## src/rtl/imm_extend_unit.sv

```systemverilog
// Immediate extension unit: zero/sign/branch-shift/upper extension of an IN_W immediate to OUT_W.
// Latency: 1 cycle from input fire to out_data when the output register is free.
// Backpressure: a 2-entry output/skid pair keeps in_ready registered; in_ready drops only when both are full.
//
// Ports:
//   clk, rst_n            clock (rising edge), asynchronous active-low reset
//   flush                 synchronous flush; drops every held entry, wins over all other events
//   in_valid/in_ready     input handshake; in_ready depends on registered state only
//   in_imm, in_mode       raw immediate and extension mode (00 zext, 01 sext, 10 sext<<SHIFT, 11 upper)
//   in_tag                sideband tag carried alongside the result
//   out_valid/out_ready   output handshake; out_data/out_tag hold steady while stalled
//   out_data, out_tag     extended operand and its tag
//   xfer_cnt, stall_cnt   only with IMMX_PERF_CNT_EN defined: output fires and stalled-output cycles
module imm_extend_unit #(
  parameter int IN_W  = 16,
  parameter int OUT_W = 32,
  parameter int SHIFT = 2,
  parameter int TAG_W = 5
) (
  input  logic             clk,
  input  logic             rst_n,
  input  logic             flush,
  input  logic             in_valid,
  output logic             in_ready,
  input  logic [IN_W-1:0]  in_imm,
  input  logic [1:0]       in_mode,
  input  logic [TAG_W-1:0] in_tag,
  output logic             out_valid,
  input  logic             out_ready,
  output logic [OUT_W-1:0] out_data,
  output logic [TAG_W-1:0] out_tag
`ifdef IMMX_PERF_CNT_EN
  ,
  output logic [31:0]      xfer_cnt,
  output logic [31:0]      stall_cnt
`endif
);

  // Parameter legality is checked at elaboration.
  if (IN_W + SHIFT > OUT_W) begin : g_bad_width
    $error("imm_extend_unit: IN_W + SHIFT must not exceed OUT_W");
  end
  if (IN_W < 2) begin : g_bad_in_w
    $error("imm_extend_unit: IN_W must be at least 2");
  end

  localparam logic [1:0] ST_EMPTY = 2'd0;
  localparam logic [1:0] ST_ONE   = 2'd1;
  localparam logic [1:0] ST_FULL  = 2'd2;

  logic [1:0]       state;
  logic [OUT_W-1:0] skid_data;
  logic [TAG_W-1:0] skid_tag;
  logic [OUT_W-1:0] ext_data;
  logic             in_fire;
  logic             out_fire;

  // Both handshake outputs come straight from the state register.
  assign in_ready  = (state != ST_FULL);
  assign out_valid = (state != ST_EMPTY);
  assign in_fire   = in_valid & in_ready;
  assign out_fire  = out_valid & out_ready;

  // Extension on the input side so both destination registers load a finished value.
  always_comb begin
    logic [OUT_W-1:0] zext;
    logic [OUT_W-1:0] sext;
    logic [OUT_W-1:0] upper;
    zext               = '0;
    zext[IN_W-1:0]     = in_imm;
    sext               = {OUT_W{in_imm[IN_W-1]}};
    sext[IN_W-1:0]     = in_imm;
    upper              = '0;
    upper[OUT_W-1 -: IN_W] = in_imm;
    ext_data           = zext;
    case (in_mode)
      2'b00:   ext_data = zext;
      2'b01:   ext_data = sext;
      2'b10:   ext_data = sext << SHIFT;
      2'b11:   ext_data = upper;
      default: ext_data = zext;
    endcase
  end

  always_ff @(posedge clk or negedge rst_n) begin
    if (!rst_n) begin
      state     <= ST_EMPTY;
      out_data  <= '0;
      out_tag   <= '0;
      skid_data <= '0;
      skid_tag  <= '0;
    end else if (flush) begin
      // Data registers keep their contents; only occupancy is dropped.
      state <= ST_EMPTY;
    end else begin
      case (state)
        ST_EMPTY: begin
          if (in_fire) begin
            out_data <= ext_data;
            out_tag  <= in_tag;
            state    <= ST_ONE;
          end
        end
        ST_ONE: begin
          if (in_fire && out_fire) begin
            out_data <= ext_data;
            out_tag  <= in_tag;
          end else if (in_fire) begin
            // Output is stalled: park the newcomer behind it.
            skid_data <= ext_data;
            skid_tag  <= in_tag;
            state     <= ST_FULL;
          end else if (out_fire) begin
            state <= ST_EMPTY;
          end
        end
        ST_FULL: begin
          // in_ready is low here, so only the output side can move.
          if (out_fire) begin
            out_data <= skid_data;
            out_tag  <= skid_tag;
            state    <= ST_ONE;
          end
        end
        default: state <= ST_EMPTY;
      endcase
    end
  end

`ifdef IMMX_PERF_CNT_EN
  // Counters survive flush; they wrap naturally at 2^32.
  always_ff @(posedge clk or negedge rst_n) begin
    if (!rst_n) begin
      xfer_cnt  <= '0;
      stall_cnt <= '0;
    end else begin
      if (out_fire) begin
        xfer_cnt <= xfer_cnt + 32'd1;
      end
      if (out_valid && !out_ready) begin
        stall_cnt <= stall_cnt + 32'd1;
      end
    end
  end
`endif

endmodule

```

## config.mk

```make
export PLATFORM = sky130hd
export DESIGN_NAME = imm_extend_unit
export DESIGN_NICKNAME = d
export VERILOG_FILES = /design/src/rtl/imm_extend_unit.sv
export SDC_FILE = /design/constraint.sdc
export NUM_CORES = 1
export LEC_CHECK = 0
export CORE_UTILIZATION = 55
export CTS_CLUSTER_DIAMETER = 60
export DETAILED_ROUTE_END_ITERATION = 7
export GPL_TIMING_DRIVEN = 0
export PLACE_DENSITY = 0.92
export SLEW_MARGIN = 25
export SYNTH_ARGS = -nofsm -noshare
export SYNTH_HDL_FRONTEND = slang
export SYNTH_SLANG_ARGS = --single-unit
```

## constraint.sdc

```tcl
create_clock -name clk -period 3.11 [get_ports clk]
set_clock_uncertainty 0.05 [all_clocks]
set_input_delay 0.311 -clock clk [delete_from_list [all_inputs] [get_ports clk]]
set_output_delay 0.311 -clock clk [all_outputs]
set_load 0.005 [all_outputs]
```

==> impl_summary.txt, run 1 <==
----------------------------------------------------
[Synth]
  Number of nets in the synthesized netlist ... 410
  Sequential area share after synthesis ... 49.9%
  Most instantiated cells after synthesis ... dfrtp_1 (76), nand2_1 (68), o21ai_0 (48), nor2_1 (32)
  Number of unique standard cell types used by synthesis ... 32
  Most used flip-flop cell after synthesis ... dfrtp_1
  Mapped Avg Cell Area ... 9.97 um2
  Number of flops mapped to enable cells by yosys ... 0
  Count leader, synth ... dfrtp_1
  Main area contributors after synthesis ... dfrtp_1 (50%), mux2_4 (12%), nand2_1 (6.7%)
  Post-synthesis instance area ... 3810 um2
  Async SR Flop Fraction ... 100%
  Share of Yosys cell area claimed by the top area cell type ... 49.9%
  Yosys warning total ... 0
  Gate count of the mapped netlist ... 382
  Number of synthesized register bits ... 76
  Cell type with the highest aggregate area in the netlist ... dfrtp_1

[Setup path]
  Number of cells on the worst reg-to-reg path ... 6
  Capturing point of the worst reg2reg path ... out_data[18]
  Req. time, crit path ... 2750 ps
  Top delay family on crit path ... buffers and inverters
  Maximum single-stage delay on the critical path ... 540 ps
  Worst path buffer plus inverter count ... 4
  Max FO, Critical Path ... 10
  Reg2Reg Launch Point ... state[1]
  Slowest stage cell, crit path ... clkdlybuf4s50_1
  Endpoint class of the critical path ... output port
  Critical path start-end classification ... flop to output port
  Critical path startpoint category ... flop
  Crit-path cells ... nor2b_1, buf_4, inv_1, buf_2, clkdlybuf4s50_1
  Arrival time reported for the critical path endpoint ... 1930 ps
  Register-to-register path setup slack ... 1280 ps

[Global route]
  Initial antenna violation count ... 0
  Remaining Overflow, GRT ... 0
  Vias in the first global route ... 3014
  Gr usage total ... 25.7%
  Largest net degree at the start of global routing ... 50
  First-pass GRT wire length ... 14400 um

[Final layout]
  Antenna diode count ... 0
  Final net count ... 489
  Post-route core utilization ... 73.0%
  Filler-free cell count of the finished design ... 542
  Area growth from synthesis to layout ... 25.2%
  Share of cells above drive strength 1 ... 16.6%
  Total non-filler cell area in the finished layout ... 4770 um2

[Placed design]
  Area after DPL ... 4590 um2
  Port-buffer cells ... 66
  Routability-driven placement congestion ratio ... 0.878
  HPWL after detailed placement ... 6370 um
  Number of cells after detailed placement ... 526

[Route]
  Final wirelength ... 8900 um
  Number of nets with antenna violations after routing ... 0
  Number of search-and-repair iterations in the first detailed-routing pass ... 5
  Detail-routed via count per cell ... 5.84
  DR vias ... 3164
  Routed len/inst ... 16.4 um
  Drc violations ... 0
  Number of DRC markers in iteration 0 ... 323

[Floorplanning]
  Initial standard-cell utilization of the core ... 58.3%
  Standard-cell row count ... 29
  Die Y-Extent ... 85.2 um
  Area enclosed by the die boundary ... 7260 um2
  Die outline width ... 85.2 um
  Area of the core region ... 6530 um2
  Ports placed on the boundary ... 67

[Timing]
  RSZ-0062 raised after global routing ... false
  Slew margin rel. ... 68.7%
  Final cycle utilization of the critical path ... 73.6%
  Least-Margin Pin Slew ... 470 ps
  Final-report setup violation count ... 0
  Final hold violations ... 0
  Crit path time final ... 2290 ps
  FMAX ... 437 MHz
  Max Transition Viols Final ... 0

[Clocking]
  Buffer type at the clock tree root ... clkbuf_8
  Count of cells resized by post-cts repair ... 0
  Clock tree from TritonCTS ... built
  Num CTS Buffers ... 9
  Clock transition at the register clock pins on the worst setup and hold paths after CTS ... 70 ps
  Longest Clk Path Bufs ... 2
  CTS Hold Bufs ... 1
  Number of levels in the clock H-tree ... 3
  TritonCTS sink count ... 76
  Count of buffers added by post-CTS timing repair for setup ... 0
  Clock latency of the later-clocked register in the worst-skew pair ... 350 ps

[Pwr]
  Post-layout total power ... 2.73 mW
  Static leakage ... 2.18 nW
  Power Dens Cells ... 573 nW/um2
  Highest ir drop seen on vdd ... 0.365 mV

[Hold path]
  Classification of the worst-slack hold path ... input port to async pin

[Job]
  Max_cap viols ... 0

[Run status]
  Run status ... finished clean

----------------------------------------------------
[per-layer routing]
metal,track usage (%),up-vias,routed length (um)
li1,-,1448,-
met1,33.2,1521,3720
met2,42.8,176,4450
met3,4.77,19,570
met4,10.6,0,165
met5,0,-,0
[registers in the layout, indices dropped and copies added, names as in the netlist]
signal     cells
out_data      32
skid_data     32
out_tag        5
skid_tag       5
state          2
[worst max-delay path by stage]
stage,start,to,slack (ps),cells past startpoint
after floorplan,state[1],out_data[0],1510,6
after global placement,rst_n,out_tag[1],-800,1
after detailed placement,in_valid,out_data[15],910,7
after CTS,state[1],in_ready,810,5
after global routing,state[1],in_ready,730,5
final,state[1],in_ready,820,5
[report_power, final]
| part | internal, mW | switching (mW) |
|---|---|---|
| Combinational | 0.447 | 0.273 |
| Sequential | 1.21 | 0.129 |
| Clock | 0.327 | 0.342 |
| Total | 1.99 | 0.744 |
[metrics by stage]
| stage | hold slack [ps] | setup WS (ps) | setup TNS [ps] |
|---|---|---|---|
| 3_3_place_gp | 407 | -800 | -60500 |
| 3_5_place_dp | 212 | 909 | 0 |
| 4_1_cts | 374 | 810 | 0 |
| 2_1_floorplan | -34.6 | 1510 | 0 |
| 6_report | 382 | 822 | 0 |
| 5_1_grt | 395 | 732 | 0 |
[cells in the final DEF, fill, tap and decap left out, drive strengths merged]
cell type and instances:
dlygate4sd3 1, or3b 1, nand2 68, buf 20, clkbuf 23, clkdlybuf4s50 65, and3 1, nand2b 2
a211oi 1, inv 2, nor3 1, o21bai 1, mux2 37, nor2 33, dfrtp 76, a21oi 31
nand3 1, and2 15, mux2i 1, o31ai 2, clkinv 2, a31oi 14, nor2b 13, or2 1
o21ai 49, and2b 4
[cell families (layout without fill, tap and decap cells)]
group | count (synthesis) | count (layout) | synth area share (%)
flip-flops | 76 | 76 | 49.9
buffers and inverters | 30 | 113 | 5.32
AO/OA/AOI/OAI | 98 | 98 | 13.9
AND/OR/NAND/NOR | 140 | 140 | 16.7
multiplexers | 38 | 38 | 14.2
[final cells by class]
class / count / area (um2)
multi-input cells: 276 / 1700
clock inverters: 2 / 10.0
inverters: 2 / 7.51
plain buffers: 28 / 195
flip-flops and latches: 76 / 1900
fillers: 468 / 1760
clock buffers: 13 / 159
repair buffers: 68 / 696
well taps: 77 / 96.3
(Power assumes the default switching activity.)
==> inputs of run 2 (changes only) <==
- CORE_UTILIZATION: 55 -> 48
- PLACE_DENSITY: 0.92 -> 0.86
- clock period: 3.11 -> 1.9 ns (I/O delays scaled with it)
==> impl_summary.txt, run 2 (same netlist as run 1, synthesis figures left out) <==
----------------------------------------------------
[Timing]
  Final cycle utilization of the critical path ... 93.0%
  Final hold violations ... 0 (unchanged)
  Min Hold Slack ... 273 ps (-108 ps)
  Max Transition Viols Final ... 0 (unchanged)
  Crit path time final ... 1770 ps
  Final-report setup violation count ... 0 (unchanged)
  Post-route setup TNS ... 0 ps (unchanged)
  Smallest setup slack after layout ... 133 ps (-689 ps)
  Slew margin rel. ... 67.7% (-0.98 points)
  Least-Margin Pin Slew ... 485 ps (+14.7 ps)
  RSZ-0062 raised after global routing ... false
  FMAX ... 566 MHz

[Placed design]
  Number of cells after detailed placement ... 551 (+4.8%)
  Post-Place Worst Slack ... -121 ps (-1030 ps)
  HPWL after detailed placement ... 6200 um (-2.6%)
  Port-buffer cells ... 66 (unchanged)
  Area after DPL ... 4610 um2 (+0.52%)
  Routability-driven placement congestion ratio ... 0.833 (-5.2%)

[Floorplanning]
  Ports placed on the boundary ... 67 (unchanged)
  Die outline width ... 91.1 um (+6.9%)
  Die Y-Extent ... 91.1 um (+6.9%)
  Standard-cell row count ... 32 (+10%)
  Initial standard-cell utilization of the core ... 49.5% (-8.8 points)
  Area enclosed by the die boundary ... 8290 um2 (+14%)
  Area of the core region ... 7690 um2 (+18%)

[Setup path]
  Endpoint class of the critical path ... flop
  Max FO, Critical Path ... 10 (unchanged)
  Slowest stage cell, crit path ... dfrtp_1
  Register-to-register path setup slack ... 130 ps (-1150 ps)
  Crit-path cells ... buf_4, mux2i_1, nor2_2, o21bai_1, buf_6, buf_12, mux2_4
  Critical path start-end classification ... flop to flop
  Critical path startpoint category ... flop
  Req. time, crit path ... 2090 ps (-660 ps)
  Arrival time reported for the critical path endpoint ... 1960 ps (+30 ps)
  Maximum single-stage delay on the critical path ... 380 ps (-160 ps)
  Number of cells on the worst reg-to-reg path ... 7 (+1)

[Route]
  Top layer in use ... met4
  Number of search-and-repair iterations in the first detailed-routing pass ... 5 (unchanged)
  DR vias ... 3034 (-4.1%)
  Met2 wirelength from detailed routing ... 4060 um (-8.7%)
  Number of nets with antenna violations after routing ... 0 (unchanged)
  Number of DRC markers in iteration 0 ... 200 (-38%)
  Routed len/inst ... 15.0 um (-8.6%)
  Met3 routed WL ... 526 um (-7.7%)
  Detail-routed via count per cell ... 5.32 (-8.8%)
  Final wirelength ... 8560 um (-3.8%)
  Drc violations ... 0 (unchanged)
  Wire length the detailed router placed on met1 ... 3830 um (+3.0%)

[Pwr]
  Highest ir drop seen on vdd ... 0.633 mV (+73%)
  Switching part of the total power ... 26.5% (-0.75 points)
  Post-layout total power ... 4.62 mW (+69%)
  Register share of total power ... 47.5% (-1.7 points)
  Sw power ... 1.22 mW (+64%)
  Static leakage ... 2.22 nW (+1.5%)
  Clock Power Share ... 27.3% (+2.8 points)
  Cell internal pwr ... 3.39 mW (+71%)
  Power Dens Cells ... 952 nW/um2 (+66%)
  Combinational cell fraction of total power ... 25.2% (-1.2 points)

[Clocking]
  Number of levels in the clock H-tree ... 3 (unchanged)
  Clock tree from TritonCTS ... built
  Clock latency of the later-clocked register in the worst-skew pair ... 350 ps (about the same)
  Num CTS Buffers ... 9 (unchanged)
  Clock transition at the register clock pins on the worst setup and hold paths after CTS ... 80 ps (about the same)
  TritonCTS sink count ... 76 (unchanged)
  Buffer type at the clock tree root ... clkbuf_8
  Longest Clk Path Bufs ... 2 (unchanged)

[Global route]
  First-pass GRT wire length ... 14600 um (+1.1%)
  Vias in the first global route ... 2929 (-2.8%)
  Gr usage total ... 22.3% (-3.4 points)
  Initial antenna violation count ... 0 (unchanged)
  Largest net degree at the start of global routing ... 41 (-18%)
  Remaining Overflow, GRT ... 0 (unchanged)

[Final layout]
  Leading cell types in the layout, fill and taps excluded ... dfrtp_1 (76), nand2_1 (68), clkdlybuf4s50_1 (63), o21ai_0 (48), nor2_1 (32)
  Most common cell after layout, fill and taps aside ... dfrtp_1
  Post-route core utilization ... 63.0% (-10 points)
  Area growth from synthesis to layout ... 27.2%
  Filler-free cell count of the finished design ... 570 (+5.2%)
  Total non-filler cell area in the finished layout ... 4850 um2 (+1.6%)
  Final net count ... 491 (+0.41%)
  Share of cells above drive strength 1 ... 17.3% (+0.75 points)
  Antenna diode count ... 0 (unchanged)
  Leading registers by flop count ... out_data (32), skid_data (32)

[Run status]
  Run status ... finished clean

[Job]
  Max_cap viols ... 0 (unchanged)

[Hold path]
  Classification of the worst-slack hold path ... input port to async pin

----------------------------------------------------
[run 2: area by class of cell]
| cell class | count | area, um2 |
|---|---|---|
| fillers | 621 | 2840 |
| repair buffers | 70 | 704 |
| clock inverters | 4 | 47.5 |
| inverters | 2 | 7.51 |
| multi-input cells | 276 | 1700 |
| plain buffers | 28 | 198 |
| well taps | 102 | 128 |
| clock buffers | 12 | 155 |
| flip-flops and latches | 76 | 1900 |
[run 2: timing repair]
item                                    4_1_cts  5_1_grt
pin swaps                                     0        0
gates resized for setup                       2        1
cloned                                        0        0
endpoints found under the setup margin        1        1
hold buffers                                  1        0
hold endpoints to repair                     36        0
buffers inserted                              2        0
[run 2: worst max-delay path: cells and delay by family (launching register included)]
family	cells	cell delay [ps]
buffers and inverters	3	530
multiplexers	2	470
flip-flops	1	380
AO/OA/AOI/OAI	1	160
AND/OR/NAND/NOR	1	60
[run 2: path summary, 6_finish.rpt]
path	from	endpoint
max	state[1]	out_data[19]
min	rst_n	out_data[11]
max reg2reg	state[1]	out_data[19]
min reg2reg	skid_tag[3]	skid_tag[3]
max in group asynchronous	rst_n	out_data[24]
min in group clk	in_tag[2]	skid_tag[2]
[run 2: metal layers]
layer	GRT usage [%]	vias to the layer above
li1	-	1450
met1	31.2	1445
met2	34.7	122
met3	4.19	17
met4	8.20	0
met5	0	-
[run 2: power by group through the flow]
stage	Sequential, mW	Combinational [mW]	Clock, mW
2_1_floorplan	2.20	0.597	0
3_3_place_gp	2.20	1.12	0
3_5_place_dp	2.22	1.16	0
4_1_cts	2.19	1.17	1.28
5_1_grt	2.25	1.27	1.35
6_report	2.19	1.16	1.26
